--- src/rtl/bnn_fc_argmax_if.sv ---
// Stream/result bundle for bnn_fc_argmax: activation beats in, argmax result out.
// The master drives beats; the slave (the layer) returns status and the winning class.
interface bnn_fc_argmax_if #(
    parameter int N_CLASSES = 10,
    parameter int ACC_W     = 8,
    parameter int CLS_W     = $clog2(N_CLASSES)
);
    logic                    start;
    logic                    ivalid;
    logic                    din;
    logic [N_CLASSES-1:0]    weight;
    logic                    busy;
    logic                    done;
    logic [CLS_W-1:0]        class_idx;
    logic signed [ACC_W-1:0] max_score;
    logic                    drop;

    modport master (
        output start, ivalid, din, weight,
        input  busy, done, class_idx, max_score, drop
    );

    modport slave (
        input  start, ivalid, din, weight,
        output busy, done, class_idx, max_score, drop
    );
endinterface

--- src/rtl/bnn_fc_argmax.sv ---
// Binary fully-connected output layer: XNOR-popcount accumulation over a serial
// activation stream, followed by a sequential argmax scan (ties go to the lowest index).
module bnn_fc_argmax #(
    parameter int N_CLASSES = 10,
    parameter int IN_LEN    = 12,
    parameter int ACC_W     = 8,
    parameter int CLS_W     = $clog2(N_CLASSES)
) (
    input  logic          clk,
    input  logic          rstn,
    bnn_fc_argmax_if.slave bus
);
    localparam logic [1:0] ST_IDLE   = 2'd0;
    localparam logic [1:0] ST_ACCUM  = 2'd1;
    localparam logic [1:0] ST_ARGMAX = 2'd2;

    localparam int CNT_W = (IN_LEN > 1) ? $clog2(IN_LEN) : 1;
    localparam logic [CNT_W-1:0]        LAST_BEAT = CNT_W'(IN_LEN - 1);
    localparam logic [CLS_W-1:0]        LAST_CLS  = CLS_W'(N_CLASSES - 1);
    localparam logic signed [ACC_W-1:0] STEP_UP   = ACC_W'(1);
    localparam logic signed [ACC_W-1:0] STEP_DN   = '1;

    logic [1:0]              state;
    logic [CNT_W-1:0]        beat_cnt;
    logic [CLS_W-1:0]        scan_idx;
    logic [CLS_W-1:0]        best_idx;
    logic signed [ACC_W-1:0] best_val;
    logic [CLS_W-1:0]        class_idx_q;
    logic signed [ACC_W-1:0] max_score_q;
    logic                    done_q;
    logic                    drop_q;
    logic signed [ACC_W-1:0] acc [N_CLASSES];

    logic                    accept;
    logic signed [ACC_W-1:0] cand_val;
    logic signed [ACC_W-1:0] next_val;
    logic [CLS_W-1:0]        next_idx;

    // start outranks everything, so a beat arriving with it is never accumulated
    assign accept = (state == ST_ACCUM) && bus.ivalid && !bus.start;

    always_comb begin
        cand_val = acc[scan_idx];
        next_val = best_val;
        next_idx = best_idx;
        if ((scan_idx == '0) || (cand_val > best_val)) begin
            next_val = cand_val;
            next_idx = scan_idx;
        end
    end

    always_ff @(posedge clk or negedge rstn) begin
        if (!rstn) begin
            for (int unsigned k = 0; k < N_CLASSES; k++) acc[k] <= '0;
        end else if (bus.start) begin
            for (int unsigned k = 0; k < N_CLASSES; k++) acc[k] <= '0;
        end else if (accept) begin
            for (int unsigned k = 0; k < N_CLASSES; k++)
                acc[k] <= acc[k] + ((bus.din ~^ bus.weight[k]) ? STEP_UP : STEP_DN);
        end
    end

    always_ff @(posedge clk or negedge rstn) begin
        if (!rstn) begin
            state       <= ST_IDLE;
            beat_cnt    <= '0;
            scan_idx    <= '0;
            best_idx    <= '0;
            best_val    <= '0;
            class_idx_q <= '0;
            max_score_q <= '0;
            done_q      <= 1'b0;
            drop_q      <= 1'b0;
        end else begin
            done_q <= 1'b0;
            drop_q <= bus.ivalid && !accept;
            if (bus.start) begin
                state       <= ST_ACCUM;
                beat_cnt    <= '0;
                scan_idx    <= '0;
                best_idx    <= '0;
                best_val    <= '0;
                class_idx_q <= '0;
                max_score_q <= '0;
            end else begin
                case (state)
                    ST_ACCUM: begin
                        if (accept) begin
                            if (beat_cnt == LAST_BEAT) begin
                                beat_cnt <= '0;
                                scan_idx <= '0;
                                state    <= ST_ARGMAX;
                            end else begin
                                beat_cnt <= beat_cnt + 1'b1;
                            end
                        end
                    end
                    ST_ARGMAX: begin
                        best_val <= next_val;
                        best_idx <= next_idx;
                        if (scan_idx == LAST_CLS) begin
                            class_idx_q <= next_idx;
                            max_score_q <= next_val;
                            done_q      <= 1'b1;
                            scan_idx    <= '0;
                            state       <= ST_IDLE;
                        end else begin
                            scan_idx <= scan_idx + 1'b1;
                        end
                    end
                    default: state <= ST_IDLE;
                endcase
            end
        end
    end

    assign bus.busy      = (state != ST_IDLE);
    assign bus.done      = done_q;
    assign bus.drop      = drop_q;
    assign bus.class_idx = class_idx_q;
    assign bus.max_score = max_score_q;
endmodule

--- src/flat_wrapper.sv ---
// flat-port wrapper written by rule: the top's interface ports become plain ports
module bnn_fc_argmax_flat 
#(
    parameter int N_CLASSES = 10,
    parameter int IN_LEN    = 12,
    parameter int ACC_W     = 8,
    parameter int CLS_W     = $clog2(N_CLASSES)
)
  (clk, rstn, bus_start, bus_ivalid, bus_din, bus_weight, bus_busy, bus_done, bus_class_idx, bus_max_score, bus_drop);
  bnn_fc_argmax_if #(.N_CLASSES(N_CLASSES), .ACC_W(ACC_W), .CLS_W(CLS_W)) bus_i ();
  input  logic clk;
  input  logic rstn;
  input wire logic [$bits(bus_i.start)-1:0] bus_start;
  input wire logic [$bits(bus_i.ivalid)-1:0] bus_ivalid;
  input wire logic [$bits(bus_i.din)-1:0] bus_din;
  input wire logic [$bits(bus_i.weight)-1:0] bus_weight;
  output wire logic [$bits(bus_i.busy)-1:0] bus_busy;
  output wire logic [$bits(bus_i.done)-1:0] bus_done;
  output wire logic [$bits(bus_i.class_idx)-1:0] bus_class_idx;
  output wire logic [$bits(bus_i.max_score)-1:0] bus_max_score;
  output wire logic [$bits(bus_i.drop)-1:0] bus_drop;
  assign bus_i.start = bus_start;
  assign bus_i.ivalid = bus_ivalid;
  assign bus_i.din = bus_din;
  assign bus_i.weight = bus_weight;
  assign bus_busy = bus_i.busy;
  assign bus_done = bus_i.done;
  assign bus_class_idx = bus_i.class_idx;
  assign bus_max_score = bus_i.max_score;
  assign bus_drop = bus_i.drop;
  bnn_fc_argmax #(.N_CLASSES(N_CLASSES), .IN_LEN(IN_LEN), .ACC_W(ACC_W), .CLS_W(CLS_W)) u_core (.clk(clk), .rstn(rstn), .bus(bus_i));
endmodule
--- config.mk ---
export PLATFORM = sky130hd
export DESIGN_NAME = bnn_fc_argmax_flat
export DESIGN_NICKNAME = d
export VERILOG_FILES = /design/src/rtl/bnn_fc_argmax_if.sv /design/src/rtl/bnn_fc_argmax.sv /design/src/flat_wrapper.sv
export SDC_FILE = /design/constraint.sdc
export NUM_CORES = 1
export LEC_CHECK = 0
export BUFFER_PORTS_ARGS = -buffer_cell sky130_fd_sc_hd__buf_2
export CAP_MARGIN = 10
export CORE_MARGIN = 2
export CORE_UTILIZATION = 50
export DETAILED_ROUTE_END_ITERATION = 10
export PLACE_DENSITY = 0.66
export SLEW_MARGIN = 5
export SYNTH_ARGS = -nofsm -noshare
export SYNTH_HDL_FRONTEND = slang
export SYNTH_SLANG_ARGS = --single-unit
export TNS_END_PERCENT = 100
--- constraint.sdc ---
create_clock -name clk -period 4.25 [get_ports clk]
set_clock_uncertainty 0.1 [all_clocks]
set_input_delay 0.6375 -clock clk [delete_from_list [all_inputs] [get_ports clk]]
set_output_delay 0.6375 -clock clk [all_outputs]
set_load 0.05 [all_outputs]
==> key figures, run 1 <==
Synthesis
  • Synth top area share: 37.0%
  • Async set or reset register ratio after synthesis: 100%
  • Post-synthesis instance area: 0.00785 sq mm
  • Sequential area share after synthesis: 37.0%
  • EDFF count, synth: 0
  • Syn. warnings: 0
  • Synth Net Count: 918
  • Top post-synthesis cells by area: dfrtp_1, ha_1, o21ai_0, mux4_2, xor2_1
  • Post-Syn Area per Cell: 9.56 sq um
  • Dominant cell type by area after synthesis: dfrtp_1
  • Cells after Synth: 821
  • Synthesized flop and latch total: 116
  • Netlist cell types: 47
  • Main synth FF type: dfrtp_1

Worst setup path
  • Critical Path RT: 4.41 ns
  • Startpoint Class: register
  • Crit. End Element: register
  • Reg2Reg Setup Slack: 0.53 ns
  • Max FO, Critical Path: 21
  • Critical Path AT: 3.89 ns
  • Setup CP Type: reg -> reg

Global route
  • First-pass GRT wire length: 31900 microns
  • Number of global-route vias before repair: 6218
  • Grt ovf: 0
  • Total GRT Usage: 24.3%
  • Initial antenna violation count: 0
  • Largest net degree at the start of global routing: 68

Final layout
  • Nets: 939
  • Fraction of layout cells with a size suffix above 1: 9.95%
  • Diode count: 0
  • Non-filler instance count after layout: 1065
  • Layout area overhead: 11.6%
  • Final instance area: 0.00876 sq mm
  • Core Util, Final: 57.4%
  • Commonest cells after routing, fill and taps aside: dfrtp_1, nand2_1, o21ai_0
  • Most common cell after layout, fill and taps aside: dfrtp_1

Timing
  • Setup violators final: 0
  • Slew @ Worst Pin: 1.25 ns
  • Peak Freq: 269 MHz
  • Final Hold Fails: 0
  • Unrepaired setup endpoints after global routing: no
  • Final period utilization: 87.6%
  • Post-route setup slack: 0.526 ns
  • Slew Limit Fails: 0
  • TNS Setup: 0 ns
  • Min Hold Slack: 0.179 ns
  • Max_slew headroom: 16.7%
  • Min cycle time layout: 3.72 ns

Clocking
  • CTS H-tree depth: 4
  • Clk buf depth: 2
  • CTS buffer count: 17
  • Root Driver: clkbuf_16
  • CTS clock-pin slew for the worst setup and hold paths: 0.05 ns
  • Post-CTS Setup Inserts: 0
  • Later-pin clock latency in the skew report: 0.42 ns
  • Clk sinks: 116
  • Hold_buf cts: 0
  • Post-CTS Resized: 0
  • TritonCTS clock tree: yes

Min path
  • Worst hold path class: in -> async

Floorplanning
  • Area of the die: 0.0167 sq mm
  • Die Ht: 129 microns
  • Initial Util: 51.4%
  • Chip width: 129 microns
  • I/O Pins: 30
  • Row count: 45
  • Core footprint: 0.0153 sq mm

Routing
  • Vias per inst: 5.95
  • DR WL/cell: 17.9 microns
  • Total Wirelength: 19100 microns
  • Final ANT Viol Nets: 0
  • First-pass DRT Iterations: 5
  • DRC errors left: 0
  • Via count: 6336
  • Starting DRC count in detailed routing: 424

Pwr
  • PwrDens: 456 mW/mm^2
  • Total power: 3.99 mW
  • Leakage: 3.97 nW
  • VDD IR max: 0.300 mV

Placement
  • Placer Congestion: 0.868
  • Placed cell areas: 0.00820 sq mm
  • IO buf count: 29
  • Pre-CTS setup slack: 0.543 ns
  • Detailed Place HPWL: 13100 microns
  • Placed cells: 1034

Run
  • Max cap viols: 0

Outcome
  • Outcome: complete, no violations
[flip-flops by register name, summed over array words and instances (netlist names)]
signal	flops
u_core.best_idx	4
u_core.acc	80
u_core.bus.done	1
u_core.bus.drop	1
u_core.scan_idx	4
u_core.beat_cnt	4
u_core.bus.class_idx	4
u_core.best_val	8
u_core.bus.max_score	8
u_core.state	2
[path summary, 6_finish.rpt]
| path | start | to | depth (start not counted) |
|---|---|---|---|
| worst max-delay path | u_core.scan_idx[0] | u_core.bus.class_idx[1] | 12 |
| worst min-delay path | rstn | u_core.beat_cnt[2] | 1 |
| worst max register to register | u_core.scan_idx[0] | u_core.bus.class_idx[1] | 12 |
| worst min register to register | u_core.acc[13] | u_core.acc[13] | 2 |
| max in group asynchronous | rstn | u_core.acc[29] | 2 |
| min in group clk | u_core.acc[13] | u_core.acc[13] | 2 |
[final cells by class]
type / instances / area (sq um)
clock buffers: 27 / 513
clock inverters: 4 / 45.0
fillers: 1317 / 6500
inverters: 32 / 120
multi-input cells: 637 / 4680
flip-flops and latches: 116 / 2900
well taps: 211 / 264
repair buffers: 38 / 228
[worst max-delay path, stage by stage, from the launching register on]
cell and delay [ns]:
dfrtp_1 0.34, buf_4 0.21, buf_4 0.28, mux4_2 0.33
a22oi_1 0.16, o21ai_0 0.20, ha_1 0.36, or3b_1 0.38
a211o_1 0.29, o211ai_2 0.21, and2_4 0.35, mux2i_1 0.26
a211oi_2 0.09
[metal layers]
layer / GRT usage, % / part of all wire, % / vias up
li1: - / - / 3008
met1: 32.9 / 45 / 3151
met2: 39.4 / 49 / 151
met3: 5.08 / 4.4 / 26
met4: 7.61 / 1.4 / 0
met5: 0 / 0 / -
[power by group]
group,total (mW),switching [mW],leakage (nW),internal [mW]
Combinational,1.23,0.675,2.14,0.559
Clock,1.35,0.480,0.277,0.874
Sequential,1.40,0.157,1.56,1.24
Total,3.99,1.31,3.97,2.68
[synthesized netlist by cell type (2+ instances only)]
library cell  count
o41ai_1          11
o211ai_1         10
a22oi_1           8
xor2_1           40
inv_1            32
a22o_1           22
buf_2             5
nor2_1           52
a21oi_1          56
o21ai_0          78
a31oi_1           3
nor2b_1           6
o31ai_1           3
a211o_1           2
a21o_1           11
a211oi_1          3
nand2_1          85
and3_1            2
ha_1             72
buf_1             8
nand2b_1          3
o21bai_1         10
nor3b_1           8
mux4_2           16
nor3_1           26
mux2i_1          10
fa_1             10
a41oi_1           8
or3_1            10
dfrtp_1         116
clkbuf_1         21
xnor2_1          31
nand3_1          29
[cells by family (layout without fill, tap and decap cells)]
kind of cell             count (synthesis)  count (layout)  synth area share, %
AO/OA/AOI/OAI                          229             229                 18.4
AND/OR/NAND/NOR                        229             229                 13.3
flip-flops                             116             116                 37.0
adder cells (fa/ha/maj)                 82              82                 14.0
XOR/XNOR                                71              71                 7.92
buffers and inverters                   68             101                 3.48
multiplexers                            26              26                 5.87
Note: power is estimated with default switching activity, not from simulation.
==> run 2: changes to the inputs <==
--- a/config.mk
+++ b/config.mk
@@ -7,10 +7,11 @@
 export LEC_CHECK = 0
 export BUFFER_PORTS_ARGS = -buffer_cell sky130_fd_sc_hd__buf_2
 export CAP_MARGIN = 10
-export CORE_MARGIN = 2
-export CORE_UTILIZATION = 50
+export CELL_PAD_IN_SITES_DETAIL_PLACEMENT = 1
+export CELL_PAD_IN_SITES_GLOBAL_PLACEMENT = 2
+export CORE_UTILIZATION = 41
 export DETAILED_ROUTE_END_ITERATION = 10
-export PLACE_DENSITY = 0.66
+export PLACE_DENSITY = 0.8
 export SLEW_MARGIN = 5
 export SYNTH_ARGS = -nofsm -noshare
 export SYNTH_HDL_FRONTEND = slang
==> run 2 against run 1 <==
Net effect:
- global-route usage up 0.53 points
- utilization down 10 points
- via count about the same
- first-iteration DRC count down 14%
- clock power up 8%
- combinational power up 3%
- fmax down 3.9%
- non-clock buffer count unchanged
- highest routed layer unchanged
- count of clock-buffer cells in the layout down 5
==> key figures, run 2 (synthesis results as in run 1) <==
Timing
  • TNS Setup: 0 ns
  • Min cycle time layout: 3.87 ns
  • Final period utilization: 91.2%
  • Unrepaired setup endpoints after global routing: no
  • Min Hold Slack: 0.257 ns
  • Slew Limit Fails: 0
  • Max_slew headroom: 16.4%
  • Peak Freq: 258 MHz
  • Slew @ Worst Pin: 1.25 ns
  • Final Hold Fails: 0
  • Setup violators final: 0

Floorplanning
  • Die Ht: 140 microns
  • I/O Pins: 30
  • Area of the die: 0.0197 sq mm
  • Initial Util: 42.0%
  • Core footprint: 0.0187 sq mm
  • Row count: 50
  • Chip width: 140 microns

Pwr
  • Net Sw Frac: 33.8%
  • Combinational Power Share: 30.5%
  • Clock power share: 35.2%
  • VDD IR max: 0.196 mV
  • PwrDens: 471 mW/mm^2
  • Leakage: 3.98 nW
  • Pint: 2.75 mW
  • Total power: 4.15 mW
  • Reg power frac: 34.3%
  • Switching power total: 1.40 mW

Worst setup path
  • Startpoint Class: register
  • Slowest cell on crit path: a21oi_1
  • Crit. End Element: register
  • Setup CP Type: reg -> reg
  • Critical Path AT: 4.09 ns
  • CP top delay family: compound AO/OA/AOI/OAI gates
  • CP cell instances: buf_4 > mux4_2 > a22oi_1 > o21ai_0 > ha_1 > and3_1 > a31oi_1 > o211ai_2 > a21oi_1 > nor2_1 > nor3_1
  • Critical Path RT: 4.46 ns
  • CP bufs+invs: 1
  • Critical path's largest stage delay: 0.75 ns
  • Max FO, Critical Path: 20

Global route
  • Total GRT Usage: 24.8%
  • Largest net degree at the start of global routing: 75
  • Grt ovf: 0
  • Initial antenna violation count: 0
  • First-pass GRT wire length: 37500 microns
  • Number of global-route vias before repair: 6976

Final layout
  • Layout area overhead: 12.2%
  • Nets: 939
  • Fraction of layout cells with a size suffix above 1: 10.3%
  • Most common cell after layout, fill and taps aside: dfrtp_1
  • FILL cells: 2126
  • Diode count: 0
  • Commonest cells after routing, fill and taps aside: dfrtp_1, nand2_1, o21ai_0
  • Reg with most FFs: u_core.acc
  • Max reg flops: 80

Routing
  • Total Wirelength: 22600 microns
  • Metal2 WL: 10600 microns
  • Starting DRC count in detailed routing: 365
  • First-pass DRT Iterations: 4
  • Final ANT Viol Nets: 0
  • Met1 wire length: 10600 microns
  • DR WL/cell: 20.7 microns
  • DRC errors left: 0
  • Via count: 6340
  • Vias per inst: 5.82
  • Metal3 WL: 778 microns
  • DR top layer: met4

Placement
  • Placer Congestion: 0.882
  • IO buf count: 29
  • Detailed Place HPWL: 16200 microns

Min path
  • Worst hold path class: in -> async

Clocking
  • Hold_buf cts: 0
  • CTS clock-pin slew for the worst setup and hold paths: 0.06 ns
  • Root Driver: clkbuf_16
  • CTS H-tree depth: 4
  • CTS buffer count: 17
  • Post-CTS Setup Inserts: 0
  • Post-CTS Resized: 0
  • TritonCTS clock tree: yes
  • Clk sinks: 116
  • Clk buf depth: 2
  • Later-pin clock latency in the skew report: 0.42 ns

Run
  • Max cap viols: 0

Outcome
  • Outcome: complete, no violations
## run 2: changes by cell type in the layout (fill, tap and decap cells not counted)
| cell | previous run | this run |
|---|---|---|
| clkbuf_8 | 5 | 2 |
| bufinv_16 | 1 | 3 |
| clkbuf_1 | 5 | 3 |
| clkinv_2 | 3 | 5 |
| clkinvlp_4 | 0 | 2 |
| buf_12 | 1 | 0 |
| buf_4 | 9 | 10 |
## run 2: final timing paths
path | startpoint | end | slack, ns | cells past startpoint
max | u_core.scan_idx[0] | u_core.best_val[3] | 0.38 | 11
min | rstn | u_core.beat_cnt[2] | 0.26 | 1
max reg2reg | u_core.scan_idx[0] | u_core.best_val[3] | 0.38 | 11
min reg2reg | u_core.best_idx[3] | u_core.bus.class_idx[3] | 0.42 | 2
max in group asynchronous | rstn | u_core.bus.max_score[6] | 2.85 | 2
min in group clk | u_core.best_idx[3] | u_core.bus.class_idx[3] | 0.42 | 2
## run 2: power groups by stage
stage               clock, mW  sequential [mW]  combinational [mW]
floorplan                   0             1.35               0.981
global placement            0             1.44                1.17
detailed placement          0             1.44                1.26
CTS                      1.49             1.42                1.27
global route             1.54             1.44                1.42
finish                   1.46             1.43                1.27
## run 2: layout make-up
type | instances | area [sq um] | share of cell area, %
Inverter | 32 | 120 | 1.36
Timing Repair Buffer | 38 | 215 | 2.44
Clock buffer | 22 | 464 | 5.27
Tap cell | 234 | 293 | 3.32
Clock inverter | 10 | 130 | 1.48
Multi-Input combinational cell | 637 | 4680 | 53.2
Sequential cell | 116 | 2900 | 32.9
## run 2: layer usage
layer / vias up / GRT usage (%)
li1: 3007 / -
met1: 3195 / 32.3
met2: 103 / 40.8
met3: 35 / 5.06
met4: 0 / 9.20
met5: - / 0
## run 2: per-stage QoR
stage / setup WS (ns) / cells / util [%] / cell area [sq um]
2_1_floorplan: 0.726 / 821 / - / 7850
3_3_place_gp: 0.552 / 1057 / 43.9 / 8220
3_5_place_dp: 0.401 / 1057 / 43.9 / 8220
4_1_cts: 0.395 / 1089 / 47.1 / 8810
5_1_grt: 0.0704 / 1089 / 47.1 / 8810
6_report: 0.376 / 1089 / 47.1 / 8810
==> run 3: changes to the inputs <==
--- a/config.mk
+++ b/config.mk
@@ -5,13 +5,15 @@
 export SDC_FILE = /design/constraint.sdc
 export NUM_CORES = 1
 export LEC_CHECK = 0
+export ABC_AREA = 1
 export BUFFER_PORTS_ARGS = -buffer_cell sky130_fd_sc_hd__buf_2
 export CAP_MARGIN = 10
 export CELL_PAD_IN_SITES_DETAIL_PLACEMENT = 1
 export CELL_PAD_IN_SITES_GLOBAL_PLACEMENT = 2
-export CORE_UTILIZATION = 41
+export CORE_MARGIN = 2
+export CORE_UTILIZATION = 38
 export DETAILED_ROUTE_END_ITERATION = 10
-export PLACE_DENSITY = 0.8
+export PLACE_DENSITY = 0.81
 export SLEW_MARGIN = 5
 export SYNTH_ARGS = -nofsm -noshare
 export SYNTH_HDL_FRONTEND = slang
==> run 3 against run 2 <==
Net effect:
- critical path type unchanged
- critical path depth rose by 6
- power grew 14%
- register-to-register slack better by 0.34 ns
- first-iteration DRC count is 18% lower
- largest power group is now combinational logic
- count of clock-buffer cells in the layout unchanged
==> key figures, run 3 <==
Clocking
  • Clk sinks: 116
  • Root Driver: clkbuf_16
  • CTS clock-pin slew for the worst setup and hold paths: 0.06 ns
  • CTS buffer count: 17
  • Post-CTS Resized: 0
  • Clk buf depth: 2
  • Post-CTS Setup Inserts: 0
  • Later-pin clock latency in the skew report: 0.42 ns
  • TritonCTS clock tree: yes
  • CTS H-tree depth: 4
  • Hold_buf cts: 0

Pwr
  • Leakage: 4.74 nW
  • VDD IR max: 0.265 mV
  • PwrDens: 509 mW/mm^2

Synthesis
  • Synth top area share: 34.9%
  • Synthesized flop and latch total: 116
  • Sequential area share after synthesis: 34.9%
  • Main synth FF type: dfrtp_1
  • Top post-synthesis cells by area: dfrtp_1, nand2_1, ha_1, o21ai_0, inv_1
  • Synth Net Count: 1189
  • Most common cell in the synthesized netlist: nand2_1
  • Dominant cell type by area after synthesis: dfrtp_1
  • Post-synthesis instance area: 0.00832 sq mm
  • Netlist cell types: 35
  • Syn. warnings: 0
  • Synth cell count leaders: nand2_1, dfrtp_1, inv_1
  • Cells after Synth: 1092
  • EDFF count, synth: 0
  • Async set or reset register ratio after synthesis: 100%
  • Post-Syn Area per Cell: 7.62 sq um

Global route
  • First-pass GRT wire length: 40500 microns
  • Initial antenna violation count: 0
  • Largest net degree at the start of global routing: 60
  • Number of global-route vias before repair: 7573
  • Grt ovf: 0
  • Total GRT Usage: 21.7%

Timing
  • TNS Setup: 0 ns
  • Slew Limit Fails: 0
  • Peak Freq: 283 MHz
  • Min cycle time layout: 3.53 ns
  • Slew @ Worst Pin: 0.945 ns
  • Setup violators final: 0
  • Final Hold Fails: 0
  • Final period utilization: 83.1%
  • Max_slew headroom: 36.9%
  • Unrepaired setup endpoints after global routing: no

Final layout
  • Diode count: 0
  • Reg with most FFs: u_core.acc
  • Final instance area: 0.00932 sq mm
  • Fraction of layout cells with a size suffix above 1: 9.07%
  • Max reg flops: 80
  • Nets: 1210
  • Layout area overhead: 12.0%
  • Commonest cells after routing, fill and taps aside: nand2_1, dfrtp_1, inv_1
  • Most common cell after layout, fill and taps aside: nand2_1

Floorplanning
  • I/O Pins: 30
  • Chip width: 152 microns
  • Die Ht: 152 microns
  • Core footprint: 0.0217 sq mm
  • Area of the die: 0.0231 sq mm
  • Row count: 54
  • Initial Util: 38.4%

Worst setup path
  • Crit. End Element: register
  • Critical Path AT: 3.73 ns
  • Max FO, Critical Path: 46
  • Startpoint Class: register
  • Setup CP Type: reg -> reg
  • Critical Path RT: 4.45 ns

Routing
  • Vias per inst: 5.19
  • Via count: 7297
  • Total Wirelength: 23900 microns
  • DR WL/cell: 17.0 microns
  • First-pass DRT Iterations: 5
  • Starting DRC count in detailed routing: 298
  • Final ANT Viol Nets: 0
  • DRC errors left: 0

Run
  • Max cap viols: 0

Placement
  • Placer Congestion: 0.789
  • Placed cell areas: 0.00869 sq mm
  • Detailed Place HPWL: 16800 microns
  • IO buf count: 29

Min path
  • Worst hold path class: in -> async

Outcome
  • Outcome: complete, no violations
run 3: cell count changes in the layout (fill, tap and decap cells not counted), sizes merged, moves of 19 or more:
cell / change
nor3: -21
xnor2: -20
inv: +94
nand2: +210
xor2: -19
o22ai: +26
nand3: +29
o21ai: +24
nand4: +23
run 3: metrics by stage:
step,hold WS (ns),total power [mW],utilization [%],setup WS [ns],instances
5_1_grt,0.247,5.11,43.0,0.357,1405
3_5_place_dp,0.366,3.19,40.1,0.762,1374
2_1_floorplan,0.242,2.77,-,1.64,1092
6_report,0.188,4.75,43.0,0.717,1405
4_1_cts,0.233,4.78,43.0,0.735,1405
3_3_place_gp,0.363,3.16,40.1,0.844,1374
run 3: final timing paths:
kind / start / end / slack [ns] / cells after the start
setup / recovery: u_core.scan_idx[0] / u_core.bus.max_score[4] / 0.72 / 17
hold / removal: rstn / u_core.acc[37] / 0.19 / 1
setup reg to reg: u_core.scan_idx[0] / u_core.bus.max_score[4] / 0.72 / 17
hold reg to reg: u_core.bus.class_idx[0] / u_core.bus.class_idx[0] / 0.38 / 2
max in group asynchronous: rstn / u_core.acc[0] / 3.02 / 2
min in group clk: bus_ivalid / u_core.bus.drop / 0.35 / 3
run 3: routing by layer:
layer  track usage (%)  share of wire (%)  up-vias
met5                 0                  0        -
met4              4.58               0.83        0
met3              3.25                2.6       10
met2              33.5                 44       80
met1              32.2                 52     3510
li1                  -                  -     3697
run 3: cells by family (layout without fill, tap and decap cells):
family | count (synthesis) | in the layout | share of synthesized area (%)
AND/OR/NAND/NOR | 432 | 432 | 21.6
AO/OA/AOI/OAI | 262 | 262 | 18.2
buffers and inverters | 168 | 201 | 8.74
flip-flops | 116 | 116 | 34.9
adder cells (fa/ha/maj) | 82 | 82 | 13.2
XOR/XNOR | 32 | 32 | 3.37
run 3: power by group:
group	leakage [nW]	switching (mW)	internal (mW)
logic	2.87	1.19	0.548
registers	1.57	0.162	1.29
clock network	0.308	0.528	1.04
total	4.74	1.88	2.87
run 3: layout make-up:
| type | instances | area [sq um] |
|---|---|---|
| Clock buffer | 22 | 484 |
| Clock inverter | 9 | 150 |
| Fill cell | 2682 | 12400 |
| Inverter | 128 | 480 |
| Multi-Input combinational cell | 808 | 4700 |
| Sequential cell | 116 | 2900 |
| Tap cell | 280 | 350 |
| Timing Repair Buffer | 42 | 258 |
run 3: critical path: stages, from the launching register on:
cell     delay, ns
dfrtp_2       0.57
buf_4         0.43
a21oi_1       0.12
o21ai_0       0.09
nand3_1       0.13
nand3_1       0.13
nand2_1       0.12
ha_1          0.32
a21oi_1       0.21
nor2_1        0.06
nor2_1        0.12
nand2_1       0.07
nand2_1       0.07
nand3_2       0.26
nand2_2       0.30
nand2_1       0.13
nand4_1       0.10
nand2_1       0.07
